`config.mk`:
```
export PLATFORM = sky130hd
export DESIGN_NAME = game_timer
export DESIGN_NICKNAME = d
export VERILOG_FILES = /design/src/rtl/game_timer.sv
export SDC_FILE = /design/constraint.sdc
export NUM_CORES = 1
export LEC_CHECK = 0
export ABC_AREA = 1
export BUFFER_PORTS_ARGS = -buffer_cell sky130_fd_sc_hd__buf_2
export CELL_PAD_IN_SITES_DETAIL_PLACEMENT = 0
export CELL_PAD_IN_SITES_GLOBAL_PLACEMENT = 2
export CORE_ASPECT_RATIO = 0.75
export CORE_UTILIZATION = 34
export CTS_CLUSTER_SIZE = 40
export DETAILED_ROUTE_END_ITERATION = 12
export GPL_ROUTABILITY_DRIVEN = 0
export PLACE_DENSITY_LB_ADDON = 0.05
export SLEW_MARGIN = 5
export SYNTH_ARGS = -nofsm -noshare
export SYNTH_HDL_FRONTEND = slang
export SYNTH_SLANG_ARGS = --single-unit
```
`constraint.sdc`:
```
create_clock -name clk -period 2.3 [get_ports clk]
set_input_delay 0.23 -clock clk [delete_from_list [all_inputs] [get_ports clk]]
set_output_delay 0.23 -clock clk [all_outputs]
set_load 0.01 [all_outputs]
```
`src/rtl/game_timer.sv`:
```
// game_timer: elapsed/remaining game-time keeper with BCD display copies.
// Optional TIMER_BLINK_EN adds a 2 Hz blank strobe while the result is frozen.
module game_timer #(
   parameter int CLK_DIV = 100_000_000,
   parameter int LIMIT   = 60,
   parameter int SEC_MAX = 999
) (
   input  logic        clk,
   input  logic        rst,
   input  logic        timer_start,
   input  logic        timer_endn,
   input  logic        countdown_en,
   input  logic        mode,
   output logic [9:0]  sec,
   output logic [9:0]  remain,
   output logic [11:0] disp_bcd,
   output logic        tick,
   output logic        expire,
   output logic        blink
);
   localparam logic [1:0] IDLE = 2'd0, HOLD = 2'd1, RUN = 2'd2;
   localparam int PW = $clog2(CLK_DIV);
   localparam logic [11:0] LIMIT_BCD = {4'(LIMIT / 100), 4'((LIMIT / 10) % 10), 4'(LIMIT % 10)};

   function automatic logic [11:0] bcd_inc(input logic [11:0] v);
      bcd_inc = v;
      if (v[3:0] != 4'd9) bcd_inc[3:0] = v[3:0] + 4'd1;
      else begin
         bcd_inc[3:0] = 4'd0;
         if (v[7:4] != 4'd9) bcd_inc[7:4] = v[7:4] + 4'd1;
         else begin
            bcd_inc[7:4]  = 4'd0;
            bcd_inc[11:8] = v[11:8] + 4'd1;
         end
      end
   endfunction

   function automatic logic [11:0] bcd_dec(input logic [11:0] v);
      bcd_dec = v;
      if (v[3:0] != 4'd0) bcd_dec[3:0] = v[3:0] - 4'd1;
      else begin
         bcd_dec[3:0] = 4'd9;
         if (v[7:4] != 4'd0) bcd_dec[7:4] = v[7:4] - 4'd1;
         else begin
            bcd_dec[7:4]  = 4'd9;
            bcd_dec[11:8] = v[11:8] - 4'd1;
         end
      end
   endfunction

   logic [1:0]    w_next;
   logic          w_tick;
   logic          w_dec;
   logic [PW-1:0] r_pre;
   logic [11:0]   r_sec_bcd;
   logic [11:0]   r_rem_bcd;

   // Actions follow the inputs sampled at each edge; IDLE beats HOLD beats RUN.
   assign w_next   = !timer_start ? IDLE : timer_endn ? HOLD : RUN;
   assign w_tick   = (w_next == RUN) && (r_pre == PW'(CLK_DIV - 1));
   assign w_dec    = countdown_en && (remain != 10'd0);
   assign disp_bcd = mode ? r_rem_bcd : r_sec_bcd;

   always_ff @(posedge clk or posedge rst) begin
      if (rst) begin
         r_pre     <= '0;
         sec       <= 10'd0;
         remain    <= 10'(LIMIT);
         r_sec_bcd <= 12'h000;
         r_rem_bcd <= LIMIT_BCD;
         tick      <= 1'b0;
         expire    <= 1'b0;
      end else begin
         tick   <= w_tick;
         expire <= w_tick && w_dec && (remain == 10'd1) && mode;
         if (w_next == IDLE) begin
            r_pre     <= '0;
            sec       <= 10'd0;
            remain    <= 10'(LIMIT);
            r_sec_bcd <= 12'h000;
            r_rem_bcd <= LIMIT_BCD;
         end else if (w_next == RUN) begin
            r_pre <= w_tick ? '0 : r_pre + PW'(1);
            if (w_tick && (sec != 10'(SEC_MAX))) begin
               sec       <= sec + 10'd1;
               r_sec_bcd <= bcd_inc(r_sec_bcd);
            end
            if (w_tick && w_dec) begin
               remain    <= remain - 10'd1;
               r_rem_bcd <= bcd_dec(r_rem_bcd);
            end
         end
      end
   end

`ifdef TIMER_BLINK_EN
   localparam int PH = (CLK_DIV / 4 > 0) ? CLK_DIV / 4 : 1;
   localparam int BW = $clog2(PH > 1 ? PH : 2);
   logic [1:0]    r_state;
   logic [BW-1:0] r_bcnt;

   // Phase counter restarts on every HOLD entry so the flash always opens lit.
   always_ff @(posedge clk or posedge rst) begin
      if (rst) begin
         r_state <= IDLE;
         r_bcnt  <= '0;
         blink   <= 1'b1;
      end else begin
         r_state <= w_next;
         if ((w_next != HOLD) || (r_state != HOLD)) begin
            r_bcnt <= '0;
            blink  <= 1'b1;
         end else if (r_bcnt == BW'(PH - 1)) begin
            r_bcnt <= '0;
            blink  <= ~blink;
         end else begin
            r_bcnt <= r_bcnt + BW'(1);
         end
      end
   end
`else
   assign blink = 1'b1;
`endif
endmodule

```
## Yosys cells after proc, flatten, opt, wreduce, memory -nomap -nowiden

Index checks and enable logic that the tools add are counted.
Widths: inputs -> output; s select.

- $add $sub $neg: 9
- Equal/unequal tests: 10
- Mux-type cells: 26
- Reductions and logical operators: 19

Operators by type and width:

| operator | count |
|---|---|
| $mux 12 | 7 |
| $mux 27 | 3 |
| $mux 10 | 6 |
| $add 27x1->27 const B | 1 |
| $eq 27x27->1 const B | 1 |
| $mux 4 | 6 |
| $mux 8 | 2 |
| $add 4x1->4 const B | 3 |
| $sub 4x1->4 const B | 3 |
| $add 10x1->10 const B | 1 |
| $eq 10x1->1 const B | 1 |
| $ne 10x10->1 const B | 1 |
| $reduce_bool 10->1 | 1 |
| $sub 10x1->10 const B | 1 |
| $ne 2x2->1 const B | 4 |
| $ne 4x4->1 const B | 2 |
| $reduce_and 4->1 | 2 |
| $reduce_bool 4->1 | 2 |
| $logic_and 1x1->1 | 6 |
| $reduce_and 3->1 | 2 |
| $reduce_bool 2->1 | 3 |
| $mux 2 | 2 |
| $reduce_and 2->1 | 2 |
| $eq 2x2->1 const B | 1 |
| $logic_not 2->1 | 1 |

- Flip-flop bits (word level): 73
- Input bits: 6
- Output and inout port bits: 35
- Word-level logic and storage cells: 75

## Longest topological paths before layout

- Depth in word-level cells: 8
- Depth in mapped cells: 12
- Gate-level depth less buffers: 11

## Worst setup path after synthesis

No wires, ideal clock.

- Path kind: register to register
- Start: reg sec[0]
- End: reg r_sec_bcd[8]
- Library setup time: 0.118 ns
- Data arrival time: 1.461 ns
- Data required time: 2.182 ns
- Path slack: 0.721 ns
- Stages on the path, launching flop included: 10
- Path buffers: 1
- Clock period less this slack: 1.579 ns
- Cell sequence: dfrtp_1 -> ha_1 -> and3_1 -> nand4_1 -> nand2_2 -> nand2_2 -> buf_6 -> nand2_4 -> nand2_1 -> nand2_1

- Cells in the longest elaborated chain, start to end: 4

RTL lines:

| item | RTL line | text |
|---|---|---|
| from (decl) | 14 | `output logic [9:0] sec,` |
| from (signal assigned) | 85 | `sec <= sec + 10'd1;` |
| $ne 10x10->1 | 84 | `if (w_tick && (sec != 10'(SEC_MAX))) begin` |
| $logic_and 1x1->1 | 84 |  |
| $reduce_bool 2->1 (no line) | -- |  |
| $reduce_and 4->1 (no line) | -- |  |
| to (signal assigned) | 86 | `r_sec_bcd <= bcd_inc(r_sec_bcd);` |
| to (decl) | 55 | `logic [11:0] r_sec_bcd;` |

Every way passes these cells.
A chain may end at the register's enable or synchronous reset.

## Worst setup path in the final report

- Start: reg r_pre[0]
- End: reg remain[7]

- Cells in the longest elaborated chain, start to end: 5

RTL lines:

| item | RTL line | text |
|---|---|---|
| from (decl) | 54 | `logic [PW-1:0] r_pre;` |
| from (signal assigned) | 83 | `r_pre <= w_tick ? '0 : r_pre + PW'(1);` |
| $eq 27x27->1 | 60 | `assign w_tick = (w_next == RUN) && (r_pre == PW'(CLK_DIV - 1));` |
| $logic_and 1x1->1 | 60 |  |
| $logic_and 1x1->1 | 88 | `if (w_tick && w_dec) begin` |
| $reduce_bool 2->1 (no line) | -- |  |
| $reduce_and 2->1 (no line) | -- |  |
| to (signal assigned) | 68 | `remain <= 10'(LIMIT);` |
| to (signal assigned) | 79 | `remain <= 10'(LIMIT);` |
| to (signal assigned) | 89 | `remain <= remain - 10'd1;` |
| to (decl) | 15 | `output logic [9:0] remain,` |

Every way passes these cells.

==> flow_summary_export.csv <==
group,metric,value,unit
sta,slew_violations,0,
critical_path,cp-startpoint,"r_pre[0]$_DFFE_PP0P_",
critical_path,crit_arrival,2.24,ns
drt,routed_wl,12.83,mm
critical_path,cpMostUsedCell,"nand2_1",
final_layout,regArea,0.001834,mm^2
synth,ys_warn_count,0,
critical_path,slowest_delay,0.38,ns
pwr,power_frac_seq,42.4,%
synth,syn-instance-count,632,
final_layout,area_growth,17.35,%
critical_path,cpMaxStageDelayCell,"dfrtp_1",
synth,avgSynthCellArea,7.258,um^2
sta,slew_headroom,63.32,%
pwr,p_total,0.003372,W
sta,max_clock_freq,0.4983,GHz
critical_path,r2r_setup_slack,0.29,ns
pwr,peakVddDrop,0.5265,mV
critical_path,worst_r2r_endpoint,"remain[7]$_DFFE_PP0P_",
clock_tree,cts_buffers,9,
clock_tree,path_clk_slew,0.06,ns
synth,synth_cell_types,33,
critical_path,worstReg2RegStart,"r_pre[0]$_DFFE_PP0P_",
drt,num_vias,4156,
final_layout,final_common_cell,"nand2_1",
clock_tree,post_cts_buffers,0,
grt,grt_max_degree,56,
placed_design,post-place-ws,0.2891,ns
pwr,internal-power,0.002496,W
critical_path,worstSetupEndpoint,"remain[7]$_DFFE_PP0P_",
grt,grt_pass1_wl,20.96,mm
grt,antenna_found_initial,0,
clock_tree,clockBufferDepth,2,
final_layout,n_antenna_cell,0,
sta,hold_viol_final,0,
critical_path,cp.required,2.53,ns
drt,drc_errors,0,
floorplan,initial_core_util,35.11,%
sta,rsz0062_at_grt,"no",
floorplan,core,0.01306,mm^2
hold_path,hold_class,"input port to register",
critical_path,reg2regPathDepth,10,
final_layout,n_fill_cell,1395,
sta,layout_min_cycle_time,2.007,ns
clock_tree,tritoncts,"yes",
pwr,combPwrFrac,11.2,%
critical_path,startpoint_type,"register",
critical_path,cp-end-kind,"register",
synth,syn-cell-area,0.004587,mm^2
floorplan,die-width,136.1,um
clock_tree,cts.htree.levels,3,
placed_design,io_buffer_count,39,
sta,final-setup-viol-count,0,
floorplan,rows,36,
floorplan,pin_count,41,
grt,grt_pass1_vias,3832,
pwr,p_sw_share,25.97,%
critical_path,path_class,"register to register",
critical_path,crit_family,"simple AND/OR/NAND/NOR gates",
pwr,p_clk_share,46.4,%
job,drv_cap,0,
pwr,power.density,626.4,mW/mm^2
pwr,power.switching,0.0008758,W
critical_path,worst-path-buf-inv,1,
placed_design,hpwl,9.539,mm
clock_tree,cts-root-buf,"clkbuf_16",
final_layout,multi_input_area,0.002361,mm^2
drt,dr.pass1.iters,5,
final_layout,drive_gt1_share,15.48,%
critical_path,cp_cell_sequence,"ha_1, nand3_1, nor2_1, nand2_1, nor2_4, nand2_2, nand2_2, inv_1, nand2_1, nand2_1",
sta,period_share,87.26,%
pwr,static-leakage-power,2.612,nW
final_layout,final_nets,705,
grt,grt_overflow,0,
sta,layout_setup_ws,0.2931,ns
clock_tree,cts.sinks,73,
grt,grtUsageTotal,19.88,%
synth,ys_seq_area_share,39.99,%
final_layout,final_cell_mix,"173 x nand2_1, 71 x inv_1, 67 x dfrtp_1",
hold_path,whs_path_depth,4,
synth,synth_nets,651,
clock_tree,insertion_delay,0.34,ns
final_layout,stdcell_area,0.005383,mm^2
floorplan,fp.dieArea,0.01396,mm^2
drt,routedWlPerCell,14.89,um
drt,route.antenna.remaining_nets,0,
drt,drt_iter0_drc,230,
drt,via_per_inst,4.821,
run_status,status,"finished clean",
sta,worst_pin_slew,0.5495,ns
synth,ys_ff_latch,73,
critical_path,cp_max_fo,15,
floorplan,die_h,102.6,um
critical_path,crit_cells,10,
sta,worst_clock_skew,0.006267,ns
placed_design,placed_area,0.005042,mm^2
clock_tree,cts_resized,0,
sta,fin_setup_tns,0,ns
-- logic make-up (layout without fill, tap and decap cells) --
group	count (synthesis)	count (layout)	synth area share, %
AO/OA/AOI/OAI	76	76	8.947
XOR/XNOR	26	26	4.965
adder cells (fa/ha/maj)	13	13	3.546
buffers and inverters	92	151	8.538
flip-flops	73	73	39.99
multiplexers	3	3	0.7364
other	1	1	0.08175
AND/OR/NAND/NOR	348	348	33.20
-- metal layers --
layer	share of wire, %	GRT usage, %	wire [um]	up-vias
met5	0	0	0	-
met4	0.88	4.957	113	0
met3	5.2	4.621	671	8
met2	37	25.15	4799	88
met1	56	32.33	7247	1921
li1	-	-	-	2139
-- power groups by stage --
| stage | Combinational (W) | Sequential (W) | Clock (W) |
|---|---|---|---|
| finish | 0.000378 | 0.00143 | 0.00157 |
| detailed placement | 0.000382 | 0.00145 | 0 |
| floorplan | 0.000261 | 0.00143 | 0 |
| global route | 0.000442 | 0.00144 | 0.00167 |
| CTS | 0.000384 | 0.00143 | 0.00161 |
| global placement | 0.000383 | 0.00145 | 0 |
-- cell usage after synthesis --
library cell	n	area, um^2
nand3b_1	3	22.52
nor3_1	13	65.06
inv_1	72	270.3
nand3_1	61	305.3
nand2_4	3	33.78
dfstp_2	6	157.7
dfrtp_1	67	1677
nor2_2	4	25.02
o21bai_1	3	22.52
buf_6	4	45.04
ha_1	13	162.7
buf_4	4	30.03
inv_2	5	18.77
and3_1	2	12.51
xor2_1	23	201.4
o31ai_1	2	15.01
or2_2	1	6.260
nor2_4	2	22.52
mux2_2	3	33.78
xnor2_1	3	26.28
o21ai_2	1	8.760
conb_1	1	3.750
nand4_1	14	87.58
nand2_1	173	649.4
buf_2	1	5.000
o22ai_1	10	62.56
a21oi_1	12	60.06
o21ai_0	47	235.2
nand2b_1	1	6.260
nand2_2	8	50.05
a31oi_1	1	6.260
clkbuf_1	6	22.52
nor2_1	63	236.5
-- final cells by class --
type,count,share of cell area (%)
clock buffer,11,4.695
clock inverter,5,1.441
inverter,77,5.393
sequential,73,34.08
timing repair buffer,58,6.555
tap,171,3.975
multi-input combinational,467,43.86
-- registers in the layout, summed over array words and instances, names as in the netlist --
signal / flops
expire: 1
r_sec_bcd: 12
r_pre: 27
tick: 1
remain: 10
r_rem_bcd: 12
sec: 10
-- how the worst min path moves through the flow --
| stage | endpoint | from | slack, ns |
|---|---|---|---|
| 3_5_place_dp | r_pre[26]$_DFFE_PP0P_ | rst | 0.22 |
| 2_1_floorplan | tick$_DFF_PP0_ | timer_endn | 0.41 |
| 3_3_place_gp | r_pre[26]$_DFFE_PP0P_ | rst | 0.22 |
| 4_1_cts | tick$_DFF_PP0_ | timer_endn | 0.30 |
| 5_1_grt | tick$_DFF_PP0_ | timer_endn | 0.29 |
| 6_report | tick$_DFF_PP0_ | timer_endn | 0.29 |
-- timing repair --
item,CTS,global route
endpoints found under the hold margin,18,0
hold buffers,1,0
endpoints found under the setup margin,0,0
-- per-stage QoR --
step / util [%] / hold slack (ns) / instances
floorplan: - / 0.4141 / 632
global placement: 38.60 / 0.2194 / 845
detailed placement: 38.60 / 0.2247 / 845
CTS: 41.21 / 0.2977 / 862
global route: 41.21 / 0.2948 / 862
finish: 41.21 / 0.2857 / 862
-- tightest hold or removal path: cells and delay by family --
kind / cells / cell delay [ns]
buffers and inverters: 1 / 0.13
AND/OR/NAND/NOR: 3 / 0.22
No activity file was read; power rests on OpenSTA's default activity.
